===== config.mk =====
export PLATFORM = sky130hd
export DESIGN_NAME = mul_sequencer
export DESIGN_NICKNAME = d
export VERILOG_FILES = /design/src/rtl/mul_sequencer.sv
export SDC_FILE = /design/constraint.sdc
export NUM_CORES = 1
export LEC_CHECK = 0
export BUFFER_PORTS_ARGS = -buffer_cell sky130_fd_sc_hd__buf_2
export CORE_UTILIZATION = 53
export DETAILED_ROUTE_END_ITERATION = 10
export PLACE_DENSITY_LB_ADDON = 0.12
export RECOVER_POWER = 100
export SYNTH_ARGS = -nofsm -noshare
export SYNTH_HDL_FRONTEND = slang
export SYNTH_SLANG_ARGS = --single-unit

===== constraint.sdc =====
create_clock -name CLK -period 2.5 [get_ports CLK]
set_input_delay 0.5 -clock CLK [delete_from_list [all_inputs] [get_ports CLK]]
set_output_delay 0.5 -clock CLK [all_outputs]
set_load 0.01 [all_outputs]

===== src/rtl/mul_sequencer.sv =====
// ---------------------------------------------------------------------------
// mul_sequencer
//   Shift-and-add multiply controller. It uses an external 16-bit function
//   unit as its datapath and issues one function-select micro-op per cycle:
//   pass A, A+B, B<<1 or B>>1. It forms the unsigned product X*Y modulo
//   2^WIDTH and raises a sticky overflow flag when the true product does not
//   fit in WIDTH bits.
//
//   Configuration macro: MULSEQ_EARLY_EXIT_EN
//     defined   : stops as soon as the shifted multiplier becomes zero, as
//                 reported by Z_I in TEST and SHR.
//     undefined : ignores Z_I and always performs exactly WIDTH SHR steps,
//                 counted by a 5-bit iteration counter.
//
// Ports
//   CLK, RESET        clock, synchronous active-high reset
//   START             one-cycle request, accepted only while idle
//   X_IN, Y_IN        multiplicand and multiplier, captured on accepted START
//   BUSY              high in every state except IDLE
//   DONE              one-cycle pulse; PRODUCT and OVF are valid
//   PRODUCT, OVF      result, held until the next completed operation
//   FS_O, A_O, B_O    registered function select and operands to the unit
//   D_I, C_I, Z_I     function unit result, carry and zero flags
// ---------------------------------------------------------------------------
module mul_sequencer #(
  parameter int WIDTH = 16
) (
  input  logic             CLK,
  input  logic             RESET,
  input  logic             START,
  input  logic [WIDTH-1:0] X_IN,
  input  logic [WIDTH-1:0] Y_IN,
  output logic             BUSY,
  output logic             DONE,
  output logic [WIDTH-1:0] PRODUCT,
  output logic             OVF,
  output logic [3:0]       FS_O,
  output logic [WIDTH-1:0] A_O,
  output logic [WIDTH-1:0] B_O,
  input  logic [WIDTH-1:0] D_I,
  input  logic             C_I,
  input  logic             Z_I
);

  localparam logic [3:0] FS_PASS = 4'b0000;
  localparam logic [3:0] FS_ADD  = 4'b0010;
  localparam logic [3:0] FS_SHL  = 4'b1110;
  localparam logic [3:0] FS_SHR  = 4'b1101;
  localparam logic [3:0] FS_HOLD = 4'b1111;

  localparam logic [WIDTH-1:0] ZERO_W  = {WIDTH{1'b0}};
  localparam logic [WIDTH-2:0] ZERO_W1 = {(WIDTH-1){1'b0}};

  typedef enum logic [2:0] {
    ST_IDLE = 3'd0,
    ST_TEST = 3'd1,
    ST_ADD  = 3'd2,
    ST_SHL  = 3'd3,
    ST_SHR  = 3'd4,
    ST_DONE = 3'd5
  } state_t;

  state_t           state_r, state_nxt_s;
  logic [WIDTH-1:0] x_r, x_nxt_s;
  logic [WIDTH-1:0] y_r, y_nxt_s;
  logic [WIDTH-1:0] p_r, p_nxt_s;
  logic             ovf_r, ovf_nxt_s;
  logic [WIDTH-1:0] product_r, product_nxt_s;
  logic             ovf_out_r, ovf_out_nxt_s;
  logic             busy_r, done_r;
  logic [3:0]       fs_r, fs_nxt_s;
  logic [WIDTH-1:0] a_r, a_nxt_s;
  logic [WIDTH-1:0] b_r, b_nxt_s;

`ifndef MULSEQ_EARLY_EXIT_EN
  logic [4:0] cnt_r, cnt_nxt_s;
  // Termination comes from the counter, so the zero flag is not consumed.
  logic z_unused_s;
  assign z_unused_s = Z_I;
`endif

  // Next-state, working-register and next-output computation.
  always_comb begin
    state_nxt_s = state_r;
    x_nxt_s     = x_r;
    y_nxt_s     = y_r;
    p_nxt_s     = p_r;
    ovf_nxt_s   = ovf_r;
`ifndef MULSEQ_EARLY_EXIT_EN
    cnt_nxt_s   = cnt_r;
`endif

    case (state_r)
      ST_IDLE: begin
        if (START) begin
          x_nxt_s     = X_IN;
          y_nxt_s     = Y_IN;
          p_nxt_s     = ZERO_W;
          ovf_nxt_s   = 1'b0;
`ifndef MULSEQ_EARLY_EXIT_EN
          cnt_nxt_s   = 5'd0;
`endif
          state_nxt_s = ST_TEST;
        end else begin
          state_nxt_s = ST_IDLE;
        end
      end
      ST_TEST: begin
`ifdef MULSEQ_EARLY_EXIT_EN
        if (Z_I) begin
          state_nxt_s = ST_DONE;
        end else if (y_r[0]) begin
          state_nxt_s = ST_ADD;
        end else begin
          state_nxt_s = ST_SHL;
        end
`else
        if (y_r[0]) begin
          state_nxt_s = ST_ADD;
        end else begin
          state_nxt_s = ST_SHL;
        end
`endif
      end
      ST_ADD: begin
        p_nxt_s     = D_I;
        ovf_nxt_s   = ovf_r | C_I;
        state_nxt_s = ST_SHL;
      end
      ST_SHL: begin
        x_nxt_s = D_I;
        // A bit shifted out of X matters only if a multiplier bit above the
        // current one will still add this X into P.
        if (x_r[WIDTH-1] && (y_r[WIDTH-1:1] != ZERO_W1)) begin
          ovf_nxt_s = 1'b1;
        end else begin
          ovf_nxt_s = ovf_r;
        end
        state_nxt_s = ST_SHR;
      end
      ST_SHR: begin
        y_nxt_s = D_I;
`ifdef MULSEQ_EARLY_EXIT_EN
        if (Z_I) begin
          state_nxt_s = ST_DONE;
        end else if (D_I[0]) begin
          state_nxt_s = ST_ADD;
        end else begin
          state_nxt_s = ST_SHL;
        end
`else
        cnt_nxt_s = cnt_r + 5'd1;
        if (cnt_r == 5'(WIDTH - 1)) begin
          state_nxt_s = ST_DONE;
        end else if (D_I[0]) begin
          state_nxt_s = ST_ADD;
        end else begin
          state_nxt_s = ST_SHL;
        end
`endif
      end
      ST_DONE: begin
        state_nxt_s = ST_IDLE;
      end
      default: begin
        state_nxt_s = ST_IDLE;
      end
    endcase

    // Outputs are registered, so they are derived from the state being
    // entered and the register values that state will see.
    fs_nxt_s = FS_HOLD;
    a_nxt_s  = ZERO_W;
    b_nxt_s  = ZERO_W;
    case (state_nxt_s)
      ST_TEST: begin
        fs_nxt_s = FS_PASS;
        a_nxt_s  = y_nxt_s;
      end
      ST_ADD: begin
        fs_nxt_s = FS_ADD;
        a_nxt_s  = p_nxt_s;
        b_nxt_s  = x_nxt_s;
      end
      ST_SHL: begin
        fs_nxt_s = FS_SHL;
        b_nxt_s  = x_nxt_s;
      end
      ST_SHR: begin
        fs_nxt_s = FS_SHR;
        b_nxt_s  = y_nxt_s;
      end
      default: begin
        fs_nxt_s = FS_HOLD;
      end
    endcase

    if (state_nxt_s == ST_DONE) begin
      product_nxt_s = p_nxt_s;
      ovf_out_nxt_s = ovf_nxt_s;
    end else begin
      product_nxt_s = product_r;
      ovf_out_nxt_s = ovf_out_r;
    end
  end

  // State, working registers and registered outputs.
  always_ff @(posedge CLK) begin
    if (RESET) begin
      state_r   <= ST_IDLE;
      x_r       <= ZERO_W;
      y_r       <= ZERO_W;
      p_r       <= ZERO_W;
      ovf_r     <= 1'b0;
      product_r <= ZERO_W;
      ovf_out_r <= 1'b0;
      busy_r    <= 1'b0;
      done_r    <= 1'b0;
      fs_r      <= FS_HOLD;
      a_r       <= ZERO_W;
      b_r       <= ZERO_W;
`ifndef MULSEQ_EARLY_EXIT_EN
      cnt_r     <= 5'd0;
`endif
    end else begin
      state_r   <= state_nxt_s;
      x_r       <= x_nxt_s;
      y_r       <= y_nxt_s;
      p_r       <= p_nxt_s;
      ovf_r     <= ovf_nxt_s;
      product_r <= product_nxt_s;
      ovf_out_r <= ovf_out_nxt_s;
      busy_r    <= (state_nxt_s != ST_IDLE);
      done_r    <= (state_nxt_s == ST_DONE);
      fs_r      <= fs_nxt_s;
      a_r       <= a_nxt_s;
      b_r       <= b_nxt_s;
`ifndef MULSEQ_EARLY_EXIT_EN
      cnt_r     <= cnt_nxt_s;
`endif
    end
  end

  assign BUSY    = busy_r;
  assign DONE    = done_r;
  assign PRODUCT = product_r;
  assign OVF     = ovf_out_r;
  assign FS_O    = fs_r;
  assign A_O     = a_r;
  assign B_O     = b_r;

endmodule

* After elaboration in Yosys (flattened, before gate mapping)
Cells that the tools add are included.
Operators by class: add/subtract/negate cells 1, $mul 0, div/mod/pow operators 0, order comparisons 0, equal/unequal tests 11, shift-type cells 0, multiplexer cells 19, bitwise gates (word level) 1, reductions and logical operators 7
Operators with widths (count):
- $pmux W16 S2 | 5
- $mux W16 | 3
- $pmux W4 S4 | 1
- $pmux W3 S5 | 1
- $reduce_bool A15 Y1 | 1
- $eq A3 B2 Y1 const B | 4
- $pmux W5 S2 | 1
- $eq A3 B3 Y1 const B | 3
- $eq A3 B1 Y1 const B | 2
- $add A5 B1 Y5 const B | 1
- $eq A5 B4 Y1 const B | 1
- $mux W1 | 5
- $mux W5 | 1
- $logic_not A3 Y1 | 1
- $mux W3 | 1
- $pmux W1 S3 | 1
- $reduce_bool A3 Y1 | 1
- $ne A2 B2 Y1 const B | 1
- $reduce_and A2 Y1 | 1
- $reduce_bool A2 Y1 | 1
- $reduce_or A2 Y1 | 1
- $logic_and A1 B1 Y1 | 1
- $or A1 B1 Y1 | 1
Word-level totals: register bits 112, bits in latches 0, RAM bits 0, memory bits (read-only) 0, input bits 53, output and inout port bits 55, memories 0

* Longest topological paths before layout
Gate-level depths: netlist of run 1.
word-level depth 6, gate-level depth with buffers 8

* Least setup slack after synthesis of run 1
OpenSTA, ideal clock, no wires.
path kind input to register, start point in START, end point reg b_r[10] (netlist: B_O[10]), setup time 0.117 ns, data arrival time 1.799 ns, required time 2.383 ns, slack 0.584 ns, stages on the path 6, path buffers 2, path through buf_2 > nor4b_4 > nor2_1 > clkbuf_1 > a21o_1 > a22o_1
Between the ends: longest elaborated chain between the ends 5
Ends and longest elaborated chain:
- start, declared | RTL line 30 | input logic START,
- $mux W1 | RTL line 95 | if (START) begin
- $pmux W3 S5 | RTL line 93 | case (state_r)
- $eq A3 B2 Y1 | RTL line 175 | case (state_nxt_s)
- $reduce_or A2 Y1 (no line)
- $pmux W16 S2 (*) | RTL line 175
- end signal, assigned | RTL line 237 | b_r <= b_nxt_s;
- end, declared | RTL line 73 | logic [WIDTH-1:0] b_r, b_nxt_s;
Every way passes the cells marked *; elsewhere a longest branch is shown, timed or not. A chain may end at the register's enable or synchronous reset.

* Final worst setup path of run 1
start point reg state_r[2], end point reg x_r[1]
Between the ends: longest elaborated chain between the ends 2
Ends and longest elaborated chain:
- start, declared | RTL line 63 | state_t state_r, state_nxt_s;
- start signal, assigned | RTL line 226 | state_r <= state_nxt_s;
- $eq A3 B2 Y1 / $logic_not A3 Y1 (equally long branches) | RTL line 93
- $pmux W16 S2 (*) | RTL line 93
- end signal, assigned | RTL line 227 | x_r <= x_nxt_s;
- end, declared | RTL line 64 | logic [WIDTH-1:0] x_r, x_nxt_s;
Marks and branches as above.

==> results.md, run 1 <==
Outcome:
- The run finished with clean final reports.

Finish:
- The fraction of final layout cells with drive strength greater than 1 is 0.180.
- The filler cells instantiated in the layout total 700.
- Compared with the post-synthesis result, the final layout area differs by 16.1%.
- The antenna diode count is 0.
- The net count reported at finish is 613.
- The top cell types in the final layout, fill and taps aside, are sky130_fd_sc_hd__dfxtp_1, sky130_fd_sc_hd__clkbuf_1, sky130_fd_sc_hd__buf_2.
- Leaving out fill and tap cells, the most frequent cell in the layout is sky130_fd_sc_hd__dfxtp_1.

Critical path:
- The maximum fanout along the worst path is 17.
- STA puts the critical path data arrival time at around 2500 ps.
- The cell family contributing the most delay on the critical path is simple AND/OR/NAND/NOR gates.
- The maximum cell stage delay along the critical path is 880 ps.
- The element type at the critical path end is a flop.
- For the worst setup path, the data required time is 2800 ps.
- The critical path buffer and inverter count is 0.
- The critical path is of the reg2reg type.
- On the critical path, the stage with the largest delay is an instance of sky130_fd_sc_hd__nor2_1.
- The worst setup path is launched from a flop.
- The signal on the critical path passes through and3b_1, nor2_1, a21o_1, nor2b_1.

CTS:
- The TritonCTS clock tree is done.
- The H-tree was split into 3 levels.
- The post-cts resize count is 0.
- The number of buffers created by CTS is 9.
- Post-CTS timing repair inserted 0 buffers for setup.
- The clock reaches the later pin of the worst-skew pair after 370 ps.
- The number of clock sinks is 111.
- In this run the clock root is driven by a sky130_fd_sc_hd__clkbuf_8.
- The hold buffer count at CTS is 0.
- The clock-pin slew reported for the worst setup and hold paths after clock tree synthesis is 110 ps.
- The clock passes through at most 2 buffers.

STA:
- The worst pin sits at a relative slew slack of 0.214.
- The sum of negative setup slack is 0 ps.
- The final hold violation count is 0.
- Setup violations remaining at the end of the flow were counted as 0.
- The worst-case setup margin in the final layout is 266 ps.
- Setup repair after global routing left no endpoint under its margin.
- The worst setup skew after layout is between 10 and 15 ps.
- The worst path in the final design needs a cycle of roughly 2200 ps, including I/O delays and setup.
- For the pin with the worst max-slew slack, the measured transition is between 1000 and 1500 ps.
- The number of slew-limit violations in the final report is 0.
- Based on the critical path, the design can be clocked at up to ~450 MHz.
- The fraction of the cycle the final worst path needs is 0.894.

GRT:
- The number of antenna violations at the first check in global routing is 0.
- In the global route stage, met2 resource usage came out at 0.377.
- For met3 alone, demand over resource in global routing was 0.0472.
- The number of global-route vias before repair is 3278.
- Summed over all layers, the global routing overflow is 0.
- The layer with the highest usage is met1.
- The pin count of the biggest net entering global routing is 52.
- For this run, the total global-route usage over all layers was measured as 0.261.
- The first-pass GRT wire length is 17500 µm.
- The global routing usage on met1 is 0.398.

Worst hold path:
- The worst hold path belongs to the class in2reg.

Drt:
- The mean routed wirelength per cell is around 17 µm.
- After detailed routing, the number of vias per cell comes to 5.74.
- In the routed design, unresolved DRC markers number 0.
- The final layout contains routed wiring with a total length of 11200 µm.
- The detailed router placed about 3800 vias in this run.
- For this run, the detailed router's first-pass iteration total came to 4.
- The violation count after the first detailed-routing iteration is 198.
- The remaining antenna violation count is 0.

Synthesis:
- The post-synth net total is around 520.
- The sequential share of the synthesized area is 0.502.
- The share of synthesized area in the top cell type comes to 0.502.
- In the post-synthesis netlist, the biggest area contributors are sky130_fd_sc_hd__dfxtp_1, sky130_fd_sc_hd__a22o_1, sky130_fd_sc_hd__nand3b_1.
- In this run, synthesis produced a sequential element count of 111.
- The cell taking the most area after synthesis is sky130_fd_sc_hd__dfxtp_1.
- Summing every instance area after synthesis gives roughly 0.0044 mm².
- In this run, distinct cell masters in the synthesized netlist total 40.
- The Yosys step of the flow raised 0 warnings.
- The average size of a mapped cell is 9.47 µm².
- The cell count after synthesis is 468.

Floorplanning:
- The height of the chip is 93.4 µm.
- The number of rows in the core area is 32.
- In this run the horizontal extent of the chip is around 93 µm.
- The initial utilization of the core area, before any placement, comes to 0.562.
- The total area inside the core boundary comes to 0.00789 mm².
- For this design the top-level I/O count stands at about 110.
- The floorplan step defined a die boundary enclosing around 0.0087 mm².

Power and ir drop:
- The worst voltage drop across the vdd grid is 409 µV.
- In this run the power spent charging and discharging nets is 1.50 mW.
- The share of total power dissipated in combinational logic is 0.272.
- Of the total power, the clock network draws 0.247.
- Dividing total power by cell area gives a power density of a little under 900 mW/mm².
- The part of the power in registers is 0.482.
- The analysis attributes to cell leakage a power of 2.03 nW.
- The switching share of power is 0.337.
- The design internal power is 2.95 mW.

Placed design:
- During placement, the flow inserted port buffers numbering 106.
- Prior to clock tree synthesis, the placed netlist has a worst setup slack of 278 ps.
- The wire-length estimate of the detail-placed layout is around 7900 µm.
- The congestion estimate from routability-driven global placement came to 0.866.

Flow run:
- The count of maximum capacitance violations is 0.
## layer usage
metal / vias to the layer above / routed length [µm]
met2: 140 / 4810
met5: - / 0
met4: 0 / 82
met1: 1781 / 5470
li1: 1880 / -
met3: 9 / 796
## per-stage QoR
step                      hold slack, ps   util  cells  cell area (µm²)  total power [mW]
after floorplan                      454      -    468             4430              3.03
after global placement               467  0.637    649             5030              3.37
after detailed placement             482  0.637    649             5030              3.41
after CTS                            472  0.663    664             5230              4.50
after global routing                 502  0.652    664             5140              4.69
final                                489  0.652    664             5140              4.44
## final timing paths
kind / to / slack (ps) / cells after the start / start
worst max-delay path: x_r[1] / 270 / 4 / state_r[2]
worst min-delay path: p_r[10] / 490 / 3 / D_I[10]
worst max register to register: x_r[1] / 270 / 4 / state_r[2]
worst min register to register: cnt_r[4] / 510 / 2 / cnt_r[4]
## cells by family after synthesis
kind of cell | Yosys count | share of synthesized area
xor gates and xnor gates | 1 | 0.00198
muxes | 1 | 0.00226
buffers and inverters | 44 | 0.0426
adders and majority gates | 2 | 0.00565
AOI/OAI and AO/OA | 144 | 0.229
and+or+nand+nor | 165 | 0.217
DFF | 111 | 0.502
## state kept, by name (all words and copies together), names as in the netlist
name	cells
A_O	16
B_O	16
PRODUCT	16
p_r	16
x_r	16
y_r	16
cnt_r	5
FS_O	3
state_r	3
BUSY	1
DONE	1
OVF	1
ovf_r	1
## synth_stat cells, drive strengths merged
cell     instances
inv              1
nand3b          31
o21ai           22
nand4            3
dfxtp          111
nand2b           3
xnor2            1
and3b            1
and2             2
a32oi            1
or2             19
buf             11
o22ai           17
a22o            32
a22oi           16
nor4             4
nor4b            1
nand2            5
mux2i            1
and3             3
nor3            18
or3b             1
nor2            48
clkbuf          32
a21o            16
nand3            2
a21oi           20
ha               2
a31oi            2
nor2b           20
nand4bb          1
nor3b            3
a211oi          17
o32ai            1
## worst reg2reg max path: stages (launching register included)
cell,delay [ps]
sky130_fd_sc_hd__dfxtp_1,620
sky130_fd_sc_hd__and3b_1,270
sky130_fd_sc_hd__nor2_1,880
sky130_fd_sc_hd__a21o_1,260
sky130_fd_sc_hd__nor2b_1,140
## area by class of cell
cell class / instances / area, µm² / area share
Sequential cell: 111 / 2220 / 0.432
Multi-Input combinational cell: 313 / 2020 / 0.392
Timing Repair Buffer: 122 / 572 / 0.111
Tap cell: 102 / 128 / 0.0248
Clock buffer: 9 / 124 / 0.0241
Clock inverter: 6 / 76.3 / 0.0148
Inverter: 1 / 3.75 / 0.000730
## power by group through the flow
stage	combinational (mW)	clock, mW	sequential, mW
2_1_floorplan	0.866	0	2.16
3_3_place_gp	1.21	0	2.17
3_5_place_dp	1.23	0	2.17
4_1_cts	1.24	1.13	2.13
5_1_grt	1.33	1.19	2.17
6_report	1.21	1.10	2.14
Note: power is estimated with default switching activity, not from simulation.
==> inputs of run 2 (changes only) <==
--- a/config.mk
+++ b/config.mk
@@ -7,6 +7,7 @@
 export LEC_CHECK = 0
 export BUFFER_PORTS_ARGS = -buffer_cell sky130_fd_sc_hd__buf_2
 export CORE_UTILIZATION = 53
+export CTS_CLUSTER_SIZE = 25
 export DETAILED_ROUTE_END_ITERATION = 10
 export PLACE_DENSITY_LB_ADDON = 0.12
 export RECOVER_POWER = 100
==> constraint.sdc (replaced) <==
create_clock -name CLK -period 2.1 [get_ports CLK]
set_input_delay 0.42 -clock CLK [delete_from_list [all_inputs] [get_ports CLK]]
set_output_delay 0.42 -clock CLK [all_outputs]
set_load 0.01 [all_outputs]
==> results.md, run 2 (same netlist as run 1, synthesis figures left out) <==
Critical path:
- In this run the critical register-to-register path is captured at A_O[7].
- In this run the worst path has a maximum fanout of 16.
- The critical path class is reg2reg.
- The element type at the critical path end is a flop.
- For the worst setup path, the data required time is 2390 ps.
- The source of the worst register-to-register timing path is cnt_r[0].
- Data arrives at the worst endpoint at approximately 2300 ps.
- STA classifies the critical path startpoint as a flop.
- In this run the register-to-register setup slack is 90 ps.
- The number of cells on the worst reg-to-reg path is 6.

Finish:
- The antenna diode count is 0.
- Leaving out filler cells and counting taps, the final layout contains 664.
- In the final layout, the share of cells above drive strength 1 is 0.185.
- The net count reported at finish is 612.
- The commonest non-fill, non-tap cell in the layout is sky130_fd_sc_hd__dfxtp_1.
- After filler insertion, the fill cell instance count of the layout stands at 716.
- The area growth from synthesis to layout is 17.0%.
- In the layout the commonest cells are sky130_fd_sc_hd__dfxtp_1, sky130_fd_sc_hd__clkbuf_1, sky130_fd_sc_hd__buf_2.

CTS:
- After clock tree synthesis, the clock-pin slew on the worst setup and hold paths is 110 ps.
- In this run, post-CTS hold repair placed 0 buffers.
- After clock tree synthesis, the setup repair step added 0 buffers.
- The number of buffers created by CTS is 9.
- The longest clock path from root to sink contains 2 buffers.
- Counting every sink on the clock net gives 111.
- TritonCTS built the clock tree.
- The clock latency on the worst-skew pair is between 300 and 400 ps.
- The H-tree depth reported by CTS is 3.
- The master cell of the clock root buffer is sky130_fd_sc_hd__clkbuf_8.

Outcome:
- The run finished with clean final reports.

STA:
- Setup total negative slack on the finished layout was measured at 0 ps.
- Setup violations remaining at the end of the flow were counted as 0.
- On the final layout, the worst clock skew is 13.4 ps.
- Headroom to the max-slew limit came out at 0.512.
- Setup repair after global routing left no endpoint under its margin.
- The final hold violation count is 0.
- The number of slew-limit violations in the final report is 0.
- For this run, the top clock speed supported by timing is about 500 MHz.
- Of the available clock period, the critical path in the final layout requires 0.956.
- The final period demand of the worst path is 2010 ps.
- At the pin with the least slew margin, the transition time is between 700 and 800 ps.

Drt:
- The remaining antenna violation count is 0.
- The DRC violations left is 0.
- In the final routed layout, each cell accounts on average for 17.1 µm.
- The via density per instance is 5.87.
- The detailed router placed 3897 vias in this run.
- The total wire length after detailed routing is 11300 µm.
- The violation count after the first detailed-routing iteration is about 370.
- The detailed-routing iteration count for the pre-antenna-repair pass is 5.

Power and ir drop:
- The worst voltage drop across the vdd grid is roughly 560 µV.
- Summed over all cells, the static leakage comes to 2.04 nW.
- Dividing total power by cell area gives a power density of 1030 mW/mm².

Flow run:
- Max-cap violations in this run came to 0.

Floorplanning:
- The core region is approximately 0.0079 mm².
- The starting density of the core is 0.562.
- The floorplan die area is about 0.0087 mm².
- For this design the top-level I/O count stands at around 110.
- In this run the core area contains 32 standard-cell rows.
- The die is 93.4 µm tall.
- The floorplan die width is 93.4 µm.

Placed design:
- The weighted congestion reported at the end of routability-driven placement is around 0.87.
- Including well taps, the total number of placed cells is about 650.
- After legalization and detailed placement, the total HPWL measured 7860 µm.
- The count of buffers added on input and output ports is 106.

Worst hold path:
- The number of stages on the worst hold path is 2.
- The worst min-delay path startpoint is RESET.
- For hold timing, the worst endpoint is state_r[0].
- The worst hold path belongs to the class in2reg.

GRT:
- The total congestion overflow is 0.
- The pin count of the biggest net entering global routing is around 80.
- The first global-routing pass estimated about 18000 µm of wire.
- For this run, the total global-route usage over all layers was measured as 0.266.
- The number of antenna violations at the first check in global routing came to 0.
- The number of global-route vias before repair is roughly 3400.
run 2: changes by cell type in the layout (fill, tap and decap cells not counted), moves of 2 or more:
cell	before	now
sky130_fd_sc_hd__clkinvlp_4	0	2
sky130_fd_sc_hd__buf_12	0	3
sky130_fd_sc_hd__buf_4	13	9
sky130_fd_sc_hd__clkinv_4	2	0
run 2: cell type report:
type	count	area, µm²	area share
multi-input cells	313	2020	0.390
well taps	102	128	0.0246
inverters	1	3.75	0.000724
repair buffers	121	606	0.117
clock buffers	9	124	0.0239
clock inverters	7	78.8	0.0152
flip-flops and latches	111	2220	0.429
run 2: through the flow:
stage,total power [mW],instance area (µm²),worst slack [ps],hold WS [ps],util
finish,5.35,5180,93.3,332,0.657
global route,5.61,5180,5.08,349,0.657
CTS,5.38,5260,19.8,317,0.667
detailed placement,4.08,5060,43.3,485,0.641
global placement,4.04,5060,73.2,468,0.641
floorplan,3.60,4430,213,454,-
run 2: worst max path at each step:
stage | slack [ps] | from | to
after global placement | 70 | START | B_O[14]
after floorplan | 210 | cnt_r[0] | A_O[10]
final | 90 | cnt_r[0] | A_O[7]
after detailed placement | 40 | START | x_r[12]
after CTS | 20 | state_r[2] | x_r[12]
after global routing | 5 | cnt_r[0] | A_O[5]
run 2: power by group:
group	internal [mW]	leakage, nW	switching [mW]
sequential	2.38	0.905	0.172
clock	0.567	0.0982	0.757
combinational	0.596	1.04	0.885
total	3.54	2.04	1.81
run 2: layer usage:
metal  track usage  vias to the layer above  routed length [µm]
met5             0                        -                   0
met4        0.0756                        0                 106
met3        0.0325                        9                 778
met2         0.382                      149                4890
met1         0.413                     1867                5560
li1              -                     1872                   -
run 2: critical path, stage by stage, from the launching register on:
cell	delay, ps
sky130_fd_sc_hd__dfxtp_1	350
sky130_fd_sc_hd__ha_1	230
sky130_fd_sc_hd__and3_1	190
sky130_fd_sc_hd__ha_1	270
sky130_fd_sc_hd__o32ai_4	340
sky130_fd_sc_hd__nand4_4	280
sky130_fd_sc_hd__o22ai_1	260
run 2: timing repair:
action | CTS | global route
hold endpoints to repair | 0 | 0
setup endpoints to repair | 0 | 33
gates resized for setup | 0 | 1
